File: src/rtl/jrca_scheduler.sv
// Round-robin sequencer for a shared external 4-bit ripple-carry adder.
// Two requesters; one nibble per cycle, LSB first, carry chained in a register.
module jrca_scheduler #(
  parameter int NIBBLES = 4,
  localparam int W = 4 * NIBBLES
) (
  input  logic         clk,
  input  logic         reset,
  input  logic [1:0]   req,
  input  logic [W-1:0] a0,
  input  logic [W-1:0] b0,
  input  logic         cin0,
  input  logic [W-1:0] a1,
  input  logic [W-1:0] b1,
  input  logic         cin1,
  output logic [1:0]   ack,
  output logic         busy,
  output logic         valid,
  output logic         id,
  output logic [W-1:0] sum,
  output logic         cout,
  output logic [3:0]   add_a,
  output logic [3:0]   add_b,
  output logic         add_cin,
  input  logic [3:0]   add_y,
  input  logic         add_cout
);

  localparam int KW = $clog2(NIBBLES);

  typedef enum logic [1:0] {
    IDLE = 2'd0,
    RUN  = 2'd1,
    DONE = 2'd2
  } state_t;

  state_t         r_state;
  logic [W-1:0]   r_opa;
  logic [W-1:0]   r_opb;
  logic           r_cr;
  logic [W-1:0]   r_sum;
  logic           r_cout;
  logic           r_id;
  logic           r_last;
  logic [KW-1:0]  r_k;
  logic           r_busy;
  logic           r_valid;
  logic [1:0]     r_ack;

  logic           w_win;
  logic           w_run;
  logic [W-1:0]   w_opa_nxt;

  // Tie goes to whoever was not served last.
  assign w_win = (req == 2'b11) ? ~r_last : req[1];
  assign w_run = (r_state == RUN);
  // Result nibbles are shifted into the vacated top of the A register.
  assign w_opa_nxt = {add_y, r_opa[W-1:4]};

  always_ff @(posedge clk or posedge reset) begin
    if (reset) begin
      r_state <= IDLE;
      r_opa   <= '0;
      r_opb   <= '0;
      r_cr    <= 1'b0;
      r_sum   <= '0;
      r_cout  <= 1'b0;
      r_id    <= 1'b0;
      r_last  <= 1'b1;
      r_k     <= '0;
      r_busy  <= 1'b0;
      r_valid <= 1'b0;
      r_ack   <= 2'b00;
    end else begin
      unique case (r_state)
        IDLE: begin
          r_valid <= 1'b0;
          r_ack   <= 2'b00;
          if (|req) begin
            r_opa   <= w_win ? a1 : a0;
            r_opb   <= w_win ? b1 : b0;
            r_cr    <= w_win ? cin1 : cin0;
            r_id    <= w_win;
            r_last  <= w_win;
            r_k     <= '0;
            r_busy  <= 1'b1;
            r_state <= RUN;
          end
        end
        RUN: begin
          r_opa <= w_opa_nxt;
          r_opb <= {4'd0, r_opb[W-1:4]};
          r_cr  <= add_cout;
          r_k   <= r_k + 1'b1;
          if (r_k == KW'(NIBBLES - 1)) begin
            r_sum   <= w_opa_nxt;
            r_cout  <= add_cout;
            r_valid <= 1'b1;
            r_ack   <= r_id ? 2'b10 : 2'b01;
            r_state <= DONE;
          end
        end
        DONE: begin
          r_valid <= 1'b0;
          r_ack   <= 2'b00;
          r_busy  <= 1'b0;
          r_state <= IDLE;
        end
        default: r_state <= IDLE;
      endcase
    end
  end

  assign add_a   = w_run ? r_opa[3:0] : 4'd0;
  assign add_b   = w_run ? r_opb[3:0] : 4'd0;
  assign add_cin = w_run ? r_cr : 1'b0;

  assign ack   = r_ack;
  assign busy  = r_busy;
  assign valid = r_valid;
  assign id    = r_id;
  assign sum   = r_sum;
  assign cout  = r_cout;

endmodule

File: config.mk
export PLATFORM = sky130hd
export DESIGN_NAME = jrca_scheduler
export DESIGN_NICKNAME = d
export VERILOG_FILES = /design/src/rtl/jrca_scheduler.sv
export SDC_FILE = /design/constraint.sdc
export NUM_CORES = 1
export LEC_CHECK = 0
export BUFFER_PORTS_ARGS = -buffer_cell sky130_fd_sc_hd__buf_2
export CAP_MARGIN = 10
export CORE_MARGIN = 8
export CORE_UTILIZATION = 45
export CTS_CLUSTER_SIZE = 20
export DETAILED_ROUTE_END_ITERATION = 12
export GPL_TIMING_DRIVEN = 1
export PLACE_DENSITY = 0.73
export SYNTH_ARGS = -nofsm -noshare
export SYNTH_HDL_FRONTEND = slang
export SYNTH_SLANG_ARGS = --single-unit
File: constraint.sdc
create_clock -name clk -period 3.29 [get_ports clk]
set_input_delay 0.1645 -clock clk [delete_from_list [all_inputs] [get_ports clk]]
set_output_delay 0.1645 -clock clk [all_outputs]
set_load 0.02 [all_outputs]
## Yosys cells after proc, flatten, opt, wreduce, memory -nomap -nowiden

Cells that the tools add are included.
W data, S select, Z words.

- $add $sub $neg: 1
- Eq/ne operators: 6
- Muxes and demuxes: 25
- Bitwise operators: 1
- Reduce and logical (&&, ||, !) cells: 12

Operator list:

| kind | number |
|---|---|
| $mux W16 | 4 |
| $pmux W16 S2 | 2 |
| $pmux W2 S2 | 3 |
| $reduce_and A2 Y1 | 6 |
| $mux W2 | 5 |
| $mux W4 | 2 |
| $eq A2 B2 Y1 const B | 3 |
| $mux W1 | 6 |
| $pmux W1 S2 | 3 |
| $reduce_bool A2 Y1 | 3 |
| $reduce_or A2 Y1 | 2 |
| $add A2 B1 Y2 const B | 1 |
| $eq A2 B1 Y1 const B | 1 |
| $logic_not A2 Y1 | 1 |
| $ne A2 B1 Y1 const B | 1 |
| $ne A2 B2 Y1 const B | 1 |
| $not A1 Y1 | 1 |

- Flip-flop bits (word level): 60
- Output and inout port bits: 31
- Logic and storage cells: 57

## Longest topological paths before layout

- Word-level depth: 5
- Depth in mapped cells: 6

## Worst setup path before layout

OpenSTA, ideal clock, no wires.

- Path type: register to register
- Start: reg r_state[1]
- End: reg r_id, in the netlist id
- Library setup time: 125 ps
- Arrival: 1316 ps
- Required time: 3165 ps
- Path slack: 1849 ps
- Stages on the path, launching flop included: 5
- Path buffers: 2
- Cells stage by stage: dfrtp_1 -> buf_6 -> or3_4 -> buf_6 -> mux2_4

- Cells in the longest elaborated chain, start to end: 2

RTL lines:

| element | line | text |
|---|---|---|
| start, declared | 37 | `state_t r_state;` |
| start signal, assigned | 62 | `r_state <= IDLE;` |
| start signal, assigned | 87 | `r_state <= RUN;` |
| start signal, assigned | 100 | `r_state <= DONE;` |
| $logic_not A2 Y1 | 75 | `unique case (r_state)` |
| $reduce_and A2 Y1 (no source line) | -- |  |
| end signal, assigned | 83 | `r_id <= w_win;` |
| end, declared | 43 | `logic r_id;` |

Every way passes these cells.
A chain may end at the register's enable or synchronous reset.

## Worst setup path in the final report

- Start: reg r_state[1]
- End: out add_b[1]

- Cells in the longest elaborated chain, start to end: 2

RTL lines:

| element | line | text |
|---|---|---|
| $eq A2 B1 Y1 | 56 | `assign w_run = (r_state == RUN);` |
| $mux W4 | 115 | `assign add_b = w_run ? r_opb[3:0] : 4'd0;` |
| end, declared | 23 | `output logic [3:0] add_b,` |

Every way passes these cells.

==> results_dict.tcl <==
set metrics [dict create \
    run_status "complete, no violations" \
    vdd_drop_max_v 0.000570 \
    io_pins 106 \
    worstReg2RegStart "r_state[1]" \
    finalCritPeriodShare_pct 71.4 \
    path_depth 4 \
    p_per_area_nw_per_um2 956 \
    swShare_pct 39.0 \
    cts.sinks 60 \
    synth.most_common_cell "dfrtp_1" \
    clock-root-buffer "clkbuf_8" \
    synth-edff-count 0 \
    start_util_pct 45.5 \
    max_stage_delay_ns 0.72 \
    antenna_left 0 \
    setup_viol 0 \
    cts_made_buffers 9 \
    wl_mm 7.33 \
    cp_num_buf_inv 2 \
    regToRegEndpoint "id" \
    area_growth_pct 25.1 \
    p_comb_share_pct 43.2 \
    grt_pass1_vias 2485 \
    yosys_warnings 0 \
    start_kind "register" \
    power_frac_seq_pct 36.8 \
    grt_max_degree 44 \
    highest_layer "met4" \
    synth_area_um2 3040 \
    cts.repair.resized 0 \
    crit_arrival_ns 2.18 \
    rsz0062_at_grt "no" \
    synthArstFlopShare_pct 100 \
    fmaxAchievable_mhz 426 \
    cts-htree-levels 3 \
    wl_per_cell_um 16.3 \
    initialDrtViolationCount 98 \
    synth_top_area_share_pct 48.6 \
    path_cells "nor2b_2, buf_4, and2_1, buf_2" \
    hold_class "primary input to async pin" \
    switching_power_uw 1420 \
    avgSynthCellArea_um2 11.6 \
    yosysSeqAreaShare_pct 49.4 \
    gr-usage-all-layers_pct 15.7 \
    clkPwrFrac_pct 20.0 \
    layout.nets 440 \
    clk_pin_slew_ns 0.07 \
    worst_pin_slew_ns 0.917 \
    drv_slew 0 \
    synthCells 263 \
    maxCapViolations 0 \
    p_leak_uw 0.00195 \
    clk_latency_ns 0.34 \
    firstDrtPassIters 4 \
    fin_worst_skew_ns 0.00544 \
    die_area_um2 9640 \
    route.met2.wl_mm 3.30 \
    drive_above_1_share_pct 45.5 \
    diodes 0 \
    cts_setup_buffers 0 \
    cpMaxStageDelayCell "dfrtp_1" \
    period_needed_ns 2.35 \
    drc 0 \
    num_rows 30 \
    cp_data_required_time_ns 3.13 \
    grt.overflow.total 0 \
    ys_seq_elements 60 \
    intPower_uw 2220 \
    crit_type "register to output port" \
    place.gp.congestion 0.754 \
    grt_pass1_wl_mm 12.0 \
    die_h_um 98.2 \
    synth_common_cells "dfrtp_1 (59), mux2i_1 (37), nand2_1 (36)" \
    vias_per_cell 5.21 \
    ff2ff_path_depth 2 \
    antenna_found_initial 0 \
    vias 2340 \
    final_area_um2 3800 \
    worstPathMaxFanout 30 \
    slew_headroom_pct 38.9 \
    ys_types 30 \
    fp.dieW_um 98.2 \
    port-buffer-count 105 \
    setup_tns_ns 0 \
    wl_met3_um 523 \
    rrSetupSlack_ns 1.25 \
    cts_tree "yes" \
    synth.largest_area_cell "dfrtp_1" \
    dpl_cell_area_um2 3590 \
    core_area_um2 6680 \
    yosys-top-cells-area "dfrtp_1 (49%), mux2i_1 (12%), o211ai_2 (8.6%), nand2_1 (4.4%), o21ai_0 (4.1%)" \
    synth_ff_type "dfrtp_1" \
    startpoint "r_state[1]" \
    syn_nets 339 \
    hold_viol 0 \
    hold_buffers 0 \
    wl_met1_mm 3.43 \
    dp_hpwl_mm 5.35 \
    endpoint "add_b[1]" \
    crit_path_end_kind "output port" \
    critPathTopFamily "flip-flops" \
    cts.path.max_buffers 2 \
    n_fill_cell 605 \
]
==> cell families after synthesis <==
logic type / after synthesis / share of synthesized area [%]
AO/OA/AOI/OAI: 61 / 17.0
adder cells (fa/ha/maj): 1 / 0.411
buffers and inverters: 30 / 5.68
flip-flops: 60 / 49.4
multiplexers: 54 / 18.7
AND/OR/NAND/NOR: 57 / 8.81
==> per-stage QoR <==
stage | util, % | hold WS (ns) | power, µW | instances | setup slack [ns]
floorplan | - | 0.287 | 2520 | 263 | 1.64
CTS | 56.9 | 0.0360 | 3680 | 449 | 0.953
detailed placement | 53.7 | 0.395 | 2940 | 433 | 1.26
global placement | 53.7 | 0.394 | 2890 | 433 | 1.27
global route | 56.9 | 0.0402 | 3900 | 449 | 0.849
finish | 56.9 | 0.000982 | 3640 | 449 | 0.941
==> power by group through the flow <==
stage	registers, µW	logic (µW)	clock network (µW)
after global placement	1330	1560	0
after detailed placement	1340	1600	0
after CTS	1340	1600	746
after global routing	1380	1730	780
after floorplan	1410	1100	0
final	1340	1570	728
==> cell type report <==
type	instances	area [µm²]	share of cell area, %
clock inverter	4	72.6	1.91
sequential	60	1500	39.5
tap	80	100	2.63
inverter	9	33.8	0.888
clock buffer	12	145	3.82
timing repair buffer	111	571	15.0
multi-input combinational	173	1380	36.2
==> worst register-to-register path, cell delays in order, from the launching register on <==
cell and delay [ns]:
dfrtp_1 0.94, or3_4 0.65, mux2_4 0.34
==> metal layers <==
layer	up-vias	GRT usage [%]
met5	-	0
met4	0	4.25
met3	8	6.76
met2	79	23.9
met1	1117	19.9
li1	1136	-
==> flip-flops by register name, summed over array words and instances (netlist names) <==
register / count
cout: 1
sum: 16
r_cr: 1
r_last: 1
r_opb: 16
r_opa: 16
valid: 1
busy: 1
ack: 2
r_state: 2
r_k: 2
id: 1
==> layout by cell type, fill, tap and decap left out, types with 3 or more instances in the layout <==
cell and instances:
inv_1 8, nor2_1 7, mux2_2 11, o21ai_1 4, buf_4 6, nand3_1 3
buf_2 105, mux2_1 4, o21ai_0 25, and2_1 6, o211ai_2 21, nand2_1 36
o221ai_1 6, dfrtp_1 59, clkbuf_8 10, mux2i_1 37
==> worst min path at each step <==
stage | from | end | slack (ns)
6_report | reset | sum[9] | 0.001
5_1_grt | add_cout | r_cr | 0.04
4_1_cts | reset | sum[13] | 0.04
3_5_place_dp | add_cout | r_cr | 0.39
3_3_place_gp | reset | sum[13] | 0.39
2_1_floorplan | add_cout | r_cr | 0.29
(Power assumes the default switching activity.)
